[src/rtl/keypad_hit_queue_if.sv]
// rtl/keypad_hit_queue_if.sv - valid/ready hit handshake between the keypad queue and the game logic
interface keypad_hit_queue_if;
  logic       hitValid;
  logic       hitReady;
  logic [3:0] hitPos;
  logic       hitIsCtrl;

  modport master (output hitValid, output hitPos, output hitIsCtrl, input hitReady);
  modport slave  (input hitValid, input hitPos, input hitIsCtrl, output hitReady);
endinterface

[src/rtl/keypad_hit_queue.sv]
// rtl/keypad_hit_queue.sv - one queued event per keypad press, handed to game logic over valid/ready
// Optional feature macro KEYPAD_CTRL_PASS_EN: also queue codes 0/a..f, flagged by hitIsCtrl.
module keypad_hit_queue #(
  parameter int DEPTH          = 4,
  parameter int CODE_WAIT      = 4,
  parameter int RELEASE_CYCLES = 12
) (
  input  logic                clk_div,
  input  logic                reset,
  input  logic [3:0]          keypadCol,
  input  logic [3:0]          keypadBuf,
  keypad_hit_queue_if.master  hit,
  output logic                hitOvf,
  output logic                pressed
);
  localparam int AW     = $clog2(DEPTH);
  localparam int PTR_W  = AW + 1;
  localparam int WAIT_W = $clog2(CODE_WAIT + 1);
  localparam int REL_W  = $clog2(RELEASE_CYCLES + 1);
`ifdef KEYPAD_CTRL_PASS_EN
  localparam int ENTRY_W = 5;
`else
  localparam int ENTRY_W = 4;
`endif

  typedef enum logic [1:0] {ARMED, WAIT_CODE, HELD} state_t;

  state_t             state;
  logic [WAIT_W-1:0]  wait_cnt;
  logic [REL_W-1:0]   rel_cnt;
  logic [3:0]         code_q;
  logic               push_req;
  logic [ENTRY_W-1:0] mem [DEPTH];
  logic [PTR_W-1:0]   wr_ptr;
  logic [PTR_W-1:0]   rd_ptr;
  logic               col_idle;
  logic               code_is_pos;
  logic               push_valid;
  logic               fifo_empty;
  logic               fifo_full;
  logic               pop;
  logic               push_ok;
  logic [ENTRY_W-1:0] head;
  logic [ENTRY_W-1:0] push_entry;

  assign col_idle    = (keypadCol == 4'hF);
  assign code_is_pos = (code_q != 4'h0) && (code_q <= 4'h9);

`ifdef KEYPAD_CTRL_PASS_EN
  assign push_valid = push_req;
  assign push_entry = {~code_is_pos, code_q};
`else
  assign push_valid = push_req && code_is_pos;
  assign push_entry = code_q;
`endif

  // Press detector: a new event only after a full release window of idle columns.
  always_ff @(posedge clk_div or negedge reset) begin
    if (!reset) begin
      state    <= ARMED;
      wait_cnt <= '0;
      rel_cnt  <= '0;
      code_q   <= 4'h0;
      push_req <= 1'b0;
      pressed  <= 1'b0;
    end else begin
      push_req <= 1'b0;
      case (state)
        ARMED: begin
          if (!col_idle) begin
            state    <= WAIT_CODE;
            wait_cnt <= '0;
            pressed  <= 1'b1;
          end
        end
        WAIT_CODE: begin
          // Columns may already be high again here; the scanner code is still valid.
          if (wait_cnt == WAIT_W'(CODE_WAIT - 1)) begin
            code_q   <= keypadBuf;
            push_req <= 1'b1;
            state    <= HELD;
            wait_cnt <= '0;
            rel_cnt  <= '0;
          end else begin
            wait_cnt <= wait_cnt + WAIT_W'(1);
          end
        end
        HELD: begin
          if (col_idle) begin
            if (rel_cnt == REL_W'(RELEASE_CYCLES - 1)) begin
              state   <= ARMED;
              rel_cnt <= '0;
              pressed <= 1'b0;
            end else begin
              rel_cnt <= rel_cnt + REL_W'(1);
            end
          end else begin
            rel_cnt <= '0;
          end
        end
        default: begin
          state   <= ARMED;
          pressed <= 1'b0;
        end
      endcase
    end
  end

  assign fifo_empty = (wr_ptr == rd_ptr);
  assign fifo_full  = (wr_ptr[AW] != rd_ptr[AW]) && (wr_ptr[AW-1:0] == rd_ptr[AW-1:0]);
  assign pop        = !fifo_empty && hit.hitReady;
  assign push_ok    = push_valid && (!fifo_full || pop);

  always_ff @(posedge clk_div or negedge reset) begin
    if (!reset) begin
      wr_ptr <= '0;
      rd_ptr <= '0;
      hitOvf <= 1'b0;
      for (int i = 0; i < DEPTH; i++) begin
        mem[i] <= '0;
      end
    end else begin
      if (push_ok) begin
        mem[wr_ptr[AW-1:0]] <= push_entry;
        wr_ptr              <= wr_ptr + PTR_W'(1);
      end
      if (pop) begin
        rd_ptr <= rd_ptr + PTR_W'(1);
      end
      if (push_valid && !push_ok) begin
        hitOvf <= 1'b1;
      end
    end
  end

  assign head         = mem[rd_ptr[AW-1:0]];
  assign hit.hitValid = !fifo_empty;
  assign hit.hitPos   = fifo_empty ? 4'h0 : head[3:0];
`ifdef KEYPAD_CTRL_PASS_EN
  assign hit.hitIsCtrl = !fifo_empty && head[4];
`else
  assign hit.hitIsCtrl = 1'b0;
`endif
endmodule
[src/flat_wrapper.sv]
// flat-port wrapper written by rule: the top's interface ports become plain ports
module keypad_hit_queue_flat 
#(
  parameter int DEPTH          = 4,
  parameter int CODE_WAIT      = 4,
  parameter int RELEASE_CYCLES = 12
)
  (clk_div, reset, keypadCol, keypadBuf, hitOvf, pressed, hit_hitValid, hit_hitPos, hit_hitIsCtrl, hit_hitReady);
  keypad_hit_queue_if hit_i ();
  input  logic clk_div;
  input  logic reset;
  input  logic [3:0] keypadCol;
  input  logic [3:0] keypadBuf;
  output logic hitOvf;
  output logic pressed;
  output wire logic [$bits(hit_i.hitValid)-1:0] hit_hitValid;
  output wire logic [$bits(hit_i.hitPos)-1:0] hit_hitPos;
  output wire logic [$bits(hit_i.hitIsCtrl)-1:0] hit_hitIsCtrl;
  input wire logic [$bits(hit_i.hitReady)-1:0] hit_hitReady;
  assign hit_hitValid = hit_i.hitValid;
  assign hit_hitPos = hit_i.hitPos;
  assign hit_hitIsCtrl = hit_i.hitIsCtrl;
  assign hit_i.hitReady = hit_hitReady;
  keypad_hit_queue #(.DEPTH(DEPTH), .CODE_WAIT(CODE_WAIT), .RELEASE_CYCLES(RELEASE_CYCLES)) u_core (.clk_div(clk_div), .reset(reset), .keypadCol(keypadCol), .keypadBuf(keypadBuf), .hit(hit_i), .hitOvf(hitOvf), .pressed(pressed));
endmodule
[config.mk]
export PLATFORM = sky130hd
export DESIGN_NAME = keypad_hit_queue_flat
export DESIGN_NICKNAME = d
export VERILOG_FILES = /design/src/rtl/keypad_hit_queue_if.sv /design/src/rtl/keypad_hit_queue.sv /design/src/flat_wrapper.sv
export SDC_FILE = /design/constraint.sdc
export NUM_CORES = 1
export LEC_CHECK = 0
export BUFFER_PORTS_ARGS = -buffer_cell sky130_fd_sc_hd__buf_2
export CORE_MARGIN = 3
export CORE_UTILIZATION = 57
export CTS_CLUSTER_DIAMETER = 100
export DETAILED_ROUTE_END_ITERATION = 6
export PLACE_DENSITY = 0.8
export SYNTH_ARGS = -nofsm -noshare
export SYNTH_HDL_FRONTEND = slang
export SYNTH_SLANG_ARGS = --single-unit
[constraint.sdc]
create_clock -name clk_div -period 2.05 [get_ports clk_div]
set_input_delay 0.1025 -clock clk_div [delete_from_list [all_inputs] [get_ports clk_div]]
set_output_delay 0.1025 -clock clk_div [all_outputs]
set_load 0.005 [all_outputs]
==> results.txt, run 1 <==
The flow ran to the end, and the final reports show no timing, DRC or antenna violations. TritonCTS built the clock tree. The leftover overflow at the end of global routing is 0. Portion of the clock cycle consumed by the worst path in the final layout: 0.925. The number of max-slew violations in the final report came out at 0. The largest driver fanout on the critical path was 6. The tools report the leakage power of the design as 0.988 nW. The tools report the post-synthesis net count as 157. For this block, the routed nets add up to 3390 um of wire.

Timing would allow up to 527 MHz. Critical path's top delay family: flip-flops. The tools report the total via count after detailed routing as 1185. The logs give 5 for the TritonCTS buffer count and 0 for the number of DRC violations after detailed routing. The synthesized design contains 0 enable-type register cells. The proportion of layout cells with a drive suffix above 1 works out to 0.360. Leaving out fill and tap cells, the most frequent cells in the layout are sky130_fd_sc_hd__dfrtp_1 (38), sky130_fd_sc_hd__mux2_2 (22), sky130_fd_sc_hd__buf_2 (17). IR analysis of the VDD net gives a maximum drop of 694 uV. The worst-case clock skew was 0.0115 ns; the placeable core region was 2900 um2. After floorplanning, the core was divided into 19 placement rows.

The total number of H-tree levels is 2, and the detailed router's first-iteration violation count is 55. The placed standard-cell area is 1990 um2, and the worst slack on hold paths is 0.111 ns. Leaving out fill and tap cells, the most frequent cell in the layout is sky130_fd_sc_hd__dfrtp_1.

The worst setup path is launched from a flop. Max-cap violations in this run came to 0. In the final design database the tool counted 189 nets.

The final critical-path required period was 1.90 ns. CTS root buffer: sky130_fd_sc_hd__clkbuf_4. Path type of the worst setup path: reg2out.

Counting both buffers and inverters, the worst setup path holds a total of 2. Each instance of the synthesized netlist takes up on average 13.2 um2. The required time of the critical path was 1.95 ns. The signal on the critical path passes through xnor2_1, nor3b_1, buf_4, nor2b_1, buf_2.

The pre-antenna-repair detailed-routing pass consisted of 4 iterations. Fill cells in the final layout number 207. The clock insertion delay at the later pin of the skew report came out at 0.34 ns. Number of buffers inserted by port buffering: 17. At the pin with the least slew margin, the transition time is 0.826 ns. OpenSTA, run right after detailed placement, puts the worst setup slack at 0.111 ns.

For the number of warning messages in the yosys log, the log shows 0. The number of global-route vias before repair is 1200. For the setup violation total in the final timing report, the log shows 0.

The overall routing resource usage came out at 0.185. The clock passes through at most 2 buffers. The layout-stage area growth over the synthesis result was 16.1%. Once detailed placement completed, the half-perimeter wirelength came to 2320 um. Overall power consumption after layout is estimated at 2.85 mW. In the synthesized netlist, the number of instances is 139. Pin placement for this block handled 19 I/O pins. After detailed routing, the average wire length per cell comes to 15.8 um. The number of antenna repair diodes was 0; the maximum cell stage delay along the critical path was 0.42 ns. Clock-pin slew was measured on the worst setup and hold paths at 0.11 ns.

In this run the remaining antenna-violating nets after routing total 0. The full die area came out at 3930 um2. The number of antenna violations at the first check in global routing was 0; the relative slew slack was 0.449.

The setup slack after layout was 0.154 ns; the final hold violation count was 0. Dividing the detail-routed via count by the number of cells gives 5.54. In this run the cell area of the synthesized design comes to 1830 um2. Largest net degree at the start of global routing: 39. The run gives 2130 um2 as the final standard cell area without fillers. In this run the power density over the cells is 1340 nW/um2. The first global-routing pass estimated 5590 um of wire. The async set-or-reset flop fraction in the synthesized netlist works out to 1.00. Type of the worst min-delay path: in2reg. The run gives 0.632 as the initial core utilization. The data arrival time of the critical path is 1.79 ns. Endpoint class of the critical path: an output pin. The die width works out to 62.7 um. The tools report the portion of the post-synthesis area used by sequential elements as 0.519.

At the end of routability-driven placement, the weighted congestion stood at 0.787. The logs give 0 ns for the total negative slack for setup checks and 33 for the count of distinct cell types in the synthesized netlist. The die height is 62.7 um.

Setup repair after global routing left no endpoint under its margin. The slowest cell on the critical path is sky130_fd_sc_hd__dfrtp_1. The clock net in this run drives a total of 38 sinks. Primary flip-flop cell chosen by synthesis mapping: sky130_fd_sc_hd__dfrtp_1. The synthesized flop and latch total works out to 38.
## state kept, by name, summed over array words and instances (netlist names)
name and flops:
u_core.state 2, u_core.mem 16, u_core.rd_ptr 3, u_core.pressed 1, u_core.code_q 4, u_core.push_req 1
u_core.wait_cnt 3, u_core.rel_cnt 4, u_core.wr_ptr 3, u_core.hitOvf 1
## path summary, 6_finish.rpt
check,from,end,slack (ns),depth (start not counted)
min in group asynchronous,reset,u_core.mem[4],0.39,2
hold reg to reg,u_core.hitOvf,u_core.hitOvf,0.50,1
setup / recovery,u_core.wr_ptr[2],hit_hitPos[1],0.15,5
setup reg to reg,u_core.wr_ptr[0],u_core.wr_ptr[1],0.17,4
max in group asynchronous,reset,u_core.state[0],1.14,2
hold / removal,hit_hitReady,u_core.rd_ptr[0],0.11,3
## layout make-up
class                   instances  area (um2)  area share
repair buffers                 28         180      0.0848
clock inverters                 2        13.8     0.00647
flip-flops and latches         38         951       0.447
well taps                      42        52.6      0.0247
multi-input cells              90         857       0.403
clock buffers                   6        41.3      0.0194
inverters                       8        30.0      0.0141
## stage by stage
stage | cells | utilization
2_1_floorplan | 139 | -
3_3_place_gp | 200 | 0.686
3_5_place_dp | 200 | 0.686
4_1_cts | 213 | 0.722
5_1_grt | 214 | 0.733
6_report | 214 | 0.733
## where the power goes
group | switching, mW | internal, mW
clock network | 0.248 | 0.135
registers | 0.242 | 1.02
logic | 0.547 | 0.655
total | 1.04 | 1.81
## cell families (layout without fill, tap and decap cells)
family | Yosys count | count (layout) | synth area share
other | 1 | 1 | 0.00205
and+or+nand+nor | 32 | 32 | 0.122
AOI/OAI and AO/OA | 17 | 17 | 0.0656
muxes | 26 | 26 | 0.184
buffers and inverters | 11 | 44 | 0.0260
adders and majority gates | 7 | 7 | 0.0478
xor gates and xnor gates | 7 | 7 | 0.0335
DFF | 38 | 38 | 0.519
## worst min-delay path: stages
cell,delay (ns)
sky130_fd_sc_hd__buf_2,0.13
sky130_fd_sc_hd__nand2b_1,0.11
sky130_fd_sc_hd__xnor2_1,0.08
## synth_stat cells, drive strengths merged (2+ instances only)
library cell,n,area [um2]
dfrtp,38,951
nor2,5,18.8
xor2,4,35.0
nand2b,2,12.5
nand4,2,12.5
mux4,4,90.1
o41ai,2,17.5
nand3,2,10.0
a22o,2,17.5
ha,7,87.6
nor3b,6,71.3
xnor2,3,26.3
inv,8,30.0
mux2,22,248
a21oi,3,15.0
nor2b,5,31.3
buf,3,17.5
nand2,6,22.5
o21ai,4,20.0
## metal layers
metal  wire length [um]  share of wire  global-route usage
met5                  0              0                   0
met4                 48          0.014              0.0579
met3                107          0.032              0.0540
met2               1740           0.51               0.313
met1               1500           0.44               0.229
## repair_timing
item	in CTS	in global routing
endpoints found under the hold margin	42	0
setup endpoints to repair	0	14
gates resized for setup	0	5
hold buffers	5	0
setup buffers	0	1
Power figures use the tool's default switching activity.
==> inputs of run 2 (changes only) <==
--- a/config.mk
+++ b/config.mk
@@ -5,12 +5,13 @@
 export SDC_FILE = /design/constraint.sdc
 export NUM_CORES = 1
 export LEC_CHECK = 0
+export ABC_AREA = 1
 export BUFFER_PORTS_ARGS = -buffer_cell sky130_fd_sc_hd__buf_2
 export CORE_MARGIN = 3
 export CORE_UTILIZATION = 57
 export CTS_CLUSTER_DIAMETER = 100
 export DETAILED_ROUTE_END_ITERATION = 6
-export PLACE_DENSITY = 0.8
+export PLACE_DENSITY = 0.79
 export SYNTH_ARGS = -nofsm -noshare
 export SYNTH_HDL_FRONTEND = slang
 export SYNTH_SLANG_ARGS = --single-unit
==> run 2 against run 1 <==
Against the previous run: die area grew 7.2%; maximum frequency grew 9.2%; wire length increased by 15%; hold slack worse by 0.070 ns; core utilization shrank 4.2 points; sequential cell count unchanged; cell area grew 3.2%; worst setup slack improved by 0.16 ns; final cell count grew 46%.
==> results.txt, run 2 <==
The post-synthesis area per instance was 8.17 um2 (-38%); the total area of multi-input combinational cells was 881 um2 (+2.8%). The number of detailed-routing iterations run before antenna repair came out at 4 (unchanged). The number of buffers inserted by port buffering is 17 (unchanged), and the setup slack after layout is 0.313 ns (+0.159 ns). Most common cell after layout, fill and taps aside: sky130_fd_sc_hd__nand2_1. The worst slack on hold paths was 0.0406 ns (-0.0701 ns); the wire length of the first global-routing pass was 7080 um (+27%).

The detailed router's first-iteration violation count is 141 (+160%). The run gives 576 MHz (+9.2%) as the highest achievable clock rate. Number of antenna repair diodes: 0 (unchanged). The portion of the clock cycle consumed by the worst path in the final layout is 0.847 (-0.0776). The primary flip-flop cell chosen by synthesis mapping is sky130_fd_sc_hd__dfrtp_1. Post-detailed-routing wire length: 3890 um (+15%).

Full die area: 4210 um2 (+7.2%). Setup repair after global routing left no endpoint under its margin. In the layout the commonest cells are sky130_fd_sc_hd__nand2_1 (80), sky130_fd_sc_hd__dfrtp_1 (38), sky130_fd_sc_hd__inv_1 (19). Sorting the synthesized cells by how often they occur yields sky130_fd_sc_hd__nand2_1 (80), sky130_fd_sc_hd__dfrtp_1 (38), sky130_fd_sc_hd__inv_1 (19). The setup violation total in the final timing report is 0 (unchanged), and the max capacitance violation total is 0 (unchanged). For the required time of the critical path, the log shows 1.95 ns (about the same).

TritonCTS built the clock tree. The run gives 269 (+30%) as the total of fill cells in the finished design. The number of flip-flops in the largest register was 16 (unchanged); the number of sinks driven by the clock tree was 38 (unchanged). The die height works out to 64.9 um (+3.5%). The TritonCTS buffer count is 5 (unchanged), and the number of primary I/O pins is 19 (unchanged). The logs give 0.307 (+0.0772) for the global-route met1 utilization and 1980 um2 (+8.0%) for the netlist area before placement.

Overall routing resource usage: 0.218 (+0.0321). The number of warning messages in the yosys log was 0 (unchanged); the largest driver fanout on the critical path was 8 (+2). The largest registers in the layout are u_core.mem x16, u_core.code_q x4, u_core.rel_cnt x4. The leftover overflow at the end of global routing came out at 0 (unchanged). Maximum buffer depth of the clock tree: 2 (unchanged).

The logs give 0 (unchanged) for the post-cts sizing count and 1.63 ns (-0.16 ns) for the data arrival time of the critical path. The HPWL after detailed placement was 2840 um (+22%). The measured slew at the worst slew-check pin works out to 0.831 ns (+0.00466 ns).

The tools report the endpoint class of the critical path as an output pin. The routability-driven placement congestion ratio came out at 0.874 (+11%). The critical path in this run is classified as reg2out.

The leakage power of the design is 1.14 nW (+16%). The final hold violation count was 0 (unchanged). The routed wirelength normalized by instance count is 12.5 um (-21%).

The count of antenna-violating nets left after detailed routing is 0 (unchanged), and the final critical-path required period is 1.74 ns (-0.159 ns). The sequential cell area came out at 951 um2 (unchanged). The count of distinct cell types in the synthesized netlist is 25 (-24%). The total negative slack for setup checks came out at 0 ns (unchanged).

For the site row count, the log shows 20 (+1). The number of flops mapped to enable cells by yosys is 0 (unchanged). The average vias per placed instance came out at 5.38 (-2.9%). By area the synthesized netlist is led by sky130_fd_sc_hd__dfrtp_1 (48%), sky130_fd_sc_hd__nand2_1 (15%), sky130_fd_sc_hd__nand4_1 (5.7%), sky130_fd_sc_hd__ha_1 (4.4%), sky130_fd_sc_hd__nand3_1 (3.8%). The run gives 0.34 ns (about the same) as the clock insertion delay at the later pin of the skew report. The portion of the post-synthesis area used by sequential elements was 0.481 (-0.0384); the number of DRC violations after detailed routing was 0 (unchanged).

The most common cell in the synthesized netlist is sky130_fd_sc_hd__nand2_1. Ranked by flip-flop count, first place goes to u_core.mem. The async set-or-reset flop fraction in the synthesized netlist is 1.00 (unchanged), and the synthesized flop and latch total is 38 (unchanged). The global routing met3 resource utilization came out at 0.0485 (-0.00543). The tree is rooted in a sky130_fd_sc_hd__clkbuf_4. The die width came out at 64.9 um (+3.5%). The number of max-slew violations in the final report came out at 0 (unchanged).

The number of post-CTS setup repair buffers came out at 0 (unchanged). The number of global-route vias before repair was 1595 (+33%). For the worst-case clock skew, the log shows 0.00650 ns (-0.00504 ns). For the largest net degree at the start of global routing, the log shows 39 (unchanged). Post-synthesis net count: 260 (+66%).

Proportion of layout cells with a drive suffix above 1: 0.142 (-0.219). Of all cell types, the one taking the most synthesized area is sky130_fd_sc_hd__dfrtp_1. The relative slew slack is 0.446 (-0.00311).

The placeable core region was 3180 um2 (+9.6%). The run finished with clean final reports. The met2 track utilization from global routing was 0.322 (+0.00892); the ratio of total power to cell area was 588 nW/um2 (-56%). The number of nets in the finished design is 285 (+51%), and the register clock-pin slew on the reported worst setup and hold paths is 0.11 ns (about the same).

The initial core utilization came out at 0.622 (-0.00914). Number of cells produced by synthesis: 242 (+74%). In this run the most used layer during global routing was met2. The tools report the number of antenna violations at the first check in global routing as 0 (unchanged). The largest voltage drop on the vdd net is 302 uV (-56%). The worst slack at placement was 0.515 ns (+0.403 ns); the layout-stage area growth over the synthesis result was 10.9%. The type of the worst min-delay path is in2reg.

The total via count after detailed routing was 1678 (+42%); the quantity of hold-fixing buffers added after cts was 5 (unchanged). The element type at the critical path start was a flop. The area share of the largest cell type after synthesis is 0.481 (-0.0384).

The run gives 2 (unchanged) as the total number of H-tree levels.
==> run 2: changes by cell type in the layout (fill, tap and decap cells not counted), sizes merged, moves of 4 or more <==
cell,previous run,this run
nand2,6,85
mux2,22,0
nand4,2,18
inv,8,22
nand3,2,16
nor2,5,18
o21ai,4,16
nor3b,6,0
nor2b,5,0
buf,23,19
mux4,4,0
o22ai,0,4
xor2,4,0
==> run 2: per-stage QoR <==
step                std cells  area [um2]  total power [mW]  utilization
floorplan                 242        1980             0.771            -
global placement          299        2070             0.794        0.651
detailed placement        299        2070             0.795        0.651
CTS                       312        2190              1.30        0.691
global route              312        2190              1.34        0.691
finish                    312        2190              1.29        0.691
==> run 2: path summary, 6_finish.rpt <==
check                                  from           endpoint  slack (ns)  depth (start not counted)
max in group asynchronous             reset     u_core.mem[15]        1.13                          2
setup / recovery           u_core.wr_ptr[0]      hit_hitPos[2]        0.31                          8
hold / removal                 hit_hitReady   u_core.rd_ptr[1]        0.04                          3
min in group asynchronous             reset  u_core.rel_cnt[3]        0.38                          2
setup reg to reg           u_core.code_q[1]      u_core.mem[1]        0.47                          6
hold reg to reg               u_core.hitOvf      u_core.hitOvf        0.47                          2
==> run 2: where the power goes <==
part	total [mW]	internal, mW	switching (mW)
Sequential	0.750	0.750	0.000345
Combinational	0.0361	0.0145	0.0216
Clock	0.503	0.259	0.245
Total	1.29	1.02	0.267
==> run 2: metal layers <==
metal	up-vias	part of all wire
met1	766	0.46
met2	61	0.46
met3	4	0.075
li1	847	-
met5	-	0
met4	0	0.0054
==> run 2: final cells by class <==
type | count | share of cell area
Clock inverter | 1 | 0.0137
Sequential cell | 38 | 0.433
Tap cell | 44 | 0.0251
Inverter | 22 | 0.0376
Multi-Input combinational cell | 176 | 0.401
Timing Repair Buffer | 24 | 0.0684
Clock buffer | 7 | 0.0205
==> run 2: cell families after synthesis <==
logic type | synth area share
flops | 0.481
buf+inv | 0.0740
compound gates | 0.0696
xor+xnor | 0.00443
fa+ha+maj | 0.0443
simple gates | 0.325
other cells | 0.00190
==> run 2: worst max-delay path, stage by stage (launching register included) <==
cell and delay, ns:
sky130_fd_sc_hd__dfrtp_1 0.45, sky130_fd_sc_hd__inv_1 0.14, sky130_fd_sc_hd__nand2_1 0.08, sky130_fd_sc_hd__nand2_1 0.09
sky130_fd_sc_hd__nor2_4 0.17, sky130_fd_sc_hd__nand2_2 0.13, sky130_fd_sc_hd__nand2_1 0.10, sky130_fd_sc_hd__inv_1 0.03
sky130_fd_sc_hd__buf_2 0.11
==> inputs of run 3 (changes only) <==
--- a/config.mk
+++ b/config.mk
@@ -8,10 +8,10 @@
 export ABC_AREA = 1
 export BUFFER_PORTS_ARGS = -buffer_cell sky130_fd_sc_hd__buf_2
 export CORE_MARGIN = 3
-export CORE_UTILIZATION = 57
+export CORE_UTILIZATION = 52
 export CTS_CLUSTER_DIAMETER = 100
 export DETAILED_ROUTE_END_ITERATION = 6
-export PLACE_DENSITY = 0.79
+export PLACE_DENSITY = 0.76
 export SYNTH_ARGS = -nofsm -noshare
 export SYNTH_HDL_FRONTEND = slang
 export SYNTH_SLANG_ARGS = --single-unit
==> constraint.sdc (replaced) <==
create_clock -name clk_div -period 1.58 [get_ports clk_div]
set_input_delay 0.079 -clock clk_div [delete_from_list [all_inputs] [get_ports clk_div]]
set_output_delay 0.079 -clock clk_div [all_outputs]
set_load 0.005 [all_outputs]
==> run 3 against run 2 <==
Against the previous run: the flow now finishes with violations (hold timing); hold slack got worse by 0.046 ns; worst setup slack got worse by 0.24 ns; core utilization fell by 1.6 points; critical path depth fell by 1; critical endpoint is now hit_hitPos[1].
==> results.txt, run 3 (synthesized netlist as in run 2, its figures left out) <==
The run finished, with violations left. The checks that failed: hold timing. The run gives 7190 um (+1.6%) as the wire length of the first global-routing pass. The site row count is 21 (+5.0%). The utilization after layout was 0.675 (-0.0156). Compared with the post-synthesis result, the final layout area differs by 19.2%.

The number of primary I/O pins was 19 (unchanged); the leakage power of the design was 1.24 nW (+8.4%). Proportion of layout cells with a drive suffix above 1: 0.208 (+0.0667). For the number of cells in the finished layout apart from fillers, the log shows 329 (+5.4%).

The average vias per placed instance was 5.32 (-1.0%). The leftover overflow at the end of global routing was 0 (unchanged); the number of flip-flops in the largest register was 16 (unchanged). Leaving out fill and tap cells, the most frequent cell in the layout is sky130_fd_sc_hd__nand2_1. The total power of the final layout was 1.72 mW (+33%); the worst reg-to-reg path cell count was 8 (+2). For the internal reg-to-reg setup slack, the log shows 0.10 ns (-0.37 ns).

The CTS root buffer was sky130_fd_sc_hd__clkbuf_8. The largest voltage drop on the vdd net came out at 680 uV (+130%). The largest driver fanout on the critical path works out to 4 (-4).

The number of sinks driven by the clock tree was 38 (unchanged); the total negative slack for setup checks was 0 ns (unchanged). The required time of the critical path is 1.50 ns (-0.45 ns), and the placeable core region is 3490 um2 (+10%). Setup repair after global routing could not meet its margin everywhere.

For the detailed router's first-iteration violation count, the log shows 152 (+7.8%). The routability-driven placement congestion ratio was 0.871 (-0.27%). The tools report the element type at the critical path start as a flop. For the post-detailed-routing wire length, the log shows 4300 um (+11%).

The type of the worst min-delay path was in2reg. The tools report the capturing point of the worst reg2reg path as u_core.mem[12]. The worst slack on hold paths is -0.00521 ns (-0.0458 ns). The count of antenna-violating nets left after detailed routing is 0 (unchanged).

TritonCTS built the clock tree. The TritonCTS buffer count is 5 (unchanged), and the register clock-pin slew on the reported worst setup and hold paths is 0.07 ns (-0.04 ns). The logs give 0.00473 ns (-0.00178 ns) for the worst-case clock skew and 0 (unchanged) for the number of max-slew violations in the final report.

The startpoint identified for the worst register-to-register timing path is u_core.code_q[1]. The number of antenna violations at the first check in global routing was 0 (unchanged); the number of global-route vias before repair was 1544 (-3.2%). The ratio of total power to cell area is 728 nW/um2 (+24%). STA classifies the critical path endpoint as an output pin. The portion of the clock cycle consumed by the worst path in the final layout came out at 0.953. The data arrival time of the critical path is 1.43 ns (-0.20 ns), and the maximum buffer depth of the clock tree is 2 (unchanged). The max capacitance violation total is 0 (unchanged). The final hold violation count came out at 1 (+1). The number of antenna repair diodes was 0 (unchanged); the full die area was 4580 um2 (+8.7%).

The largest registers in the layout are u_core.mem x16, u_core.code_q x4, u_core.rel_cnt x4. The total number of H-tree levels is 2 (unchanged). Counting I/O delays and the setup requirement, the final critical path takes 1.51 ns. By startpoint and endpoint, the worst setup path is classified as reg2out.

For the overall routing resource usage, the log shows 0.218 (about the same). The endpoint of the most critical setup path is hit_hitPos[1]. The clock insertion delay at the later pin of the skew report came out at 0.30 ns (-0.04 ns). The routed wirelength normalized by instance count was 13.1 um (+4.8%). The number of detailed-routing iterations run before antenna repair came out at 4 (unchanged). The die height is 67.7 um (+4.3%).

The most critical setup path has its startpoint at u_core.rd_ptr[0]. The number of nets in the finished design is 300 (+5.3%), and the total via count after detailed routing is 1751 (+4.4%). The HPWL after detailed placement was 2930 um (+3.0%); the highest achievable clock rate was 664 MHz.

For the setup violation total in the final timing report, the log shows 0 (unchanged). Cell count after placement: 307 (+2.7%). The initial core utilization is 0.566 (-0.0564), and the number of DRC violations after detailed routing is 0 (unchanged).

The register containing the most flip-flops in the final layout was u_core.mem. Die width: 67.7 um (+4.3%). The largest net degree at the start of global routing is 25 (-36%). In the layout the commonest cells are sky130_fd_sc_hd__nand2_1 (80), sky130_fd_sc_hd__dfrtp_1 (38), sky130_fd_sc_hd__nand4_1 (18). The number of buffers inserted by port buffering works out to 17 (unchanged).
## run 3: where the power goes
group          internal [mW]  leakage (nW)  switching (mW)
clock                  0.352        0.0482           0.341
combinational         0.0222         0.708          0.0296
sequential             0.973         0.484        0.000446
total                   1.35          1.24           0.371
## run 3: final cells by class
class                           count  area (um2)
Tap cell                           46        57.6
Clock buffer                        7        86.3
Inverter                           22        82.6
Multi-Input combinational cell    176         896
Timing Repair Buffer               39         280
Clock inverter                      1        5.00
Sequential cell                    38         951
Fill cell                         277        1140
## run 3: worst min path at each step
stage                       from                 end  cells after the start
floorplan                  reset    u_core.code_q[0]                      0
global placement           reset  u_core.wait_cnt[1]                      1
detailed placement         reset  u_core.wait_cnt[1]                      1
CTS                 keypadBuf[3]    u_core.code_q[3]                      3
global route        keypadBuf[3]    u_core.code_q[3]                      3
finish              keypadBuf[3]    u_core.code_q[3]                      3
## run 3: repair_timing
action,4_1_cts,5_1_grt
gates cloned,0,1
setup buffers,1,8
gates resized for setup,0,11
endpoints found under the hold margin,22,0
hold buffers,4,0
pin swaps,0,5
endpoints found under the setup margin,4,7
## run 3: per-layer routing
layer | global-route usage | vias to the layer above | routed length, um
met1 | 0.307 | 826 | 2080
li1 | - | 874 | -
met5 | 0 | - | 0
met4 | 0.0861 | 0 | 65
met3 | 0.0549 | 5 | 207
met2 | 0.320 | 46 | 1950
## run 3: worst max-delay path, stage by stage, from the launching register on
cell and delay, ns:
sky130_fd_sc_hd__dfrtp_1 0.42, sky130_fd_sc_hd__inv_2 0.08, sky130_fd_sc_hd__buf_4 0.15, sky130_fd_sc_hd__o21ai_1 0.18, sky130_fd_sc_hd__o22ai_1 0.09, sky130_fd_sc_hd__nand2_1 0.06, sky130_fd_sc_hd__inv_1 0.03, sky130_fd_sc_hd__buf_2 0.11
## run 3: metrics by stage
stage | instance area [um2] | setup WS [ns] | hold WS [ns]
after floorplan | 1980 | 0.331 | -0.217
after global placement | 2130 | 0.183 | 0.0641
after detailed placement | 2130 | 0.133 | 0.0662
after CTS | 2270 | 0.0178 | 0.00178
after global routing | 2360 | -0.0167 | 0.0200
final | 2360 | 0.0750 | -0.00521
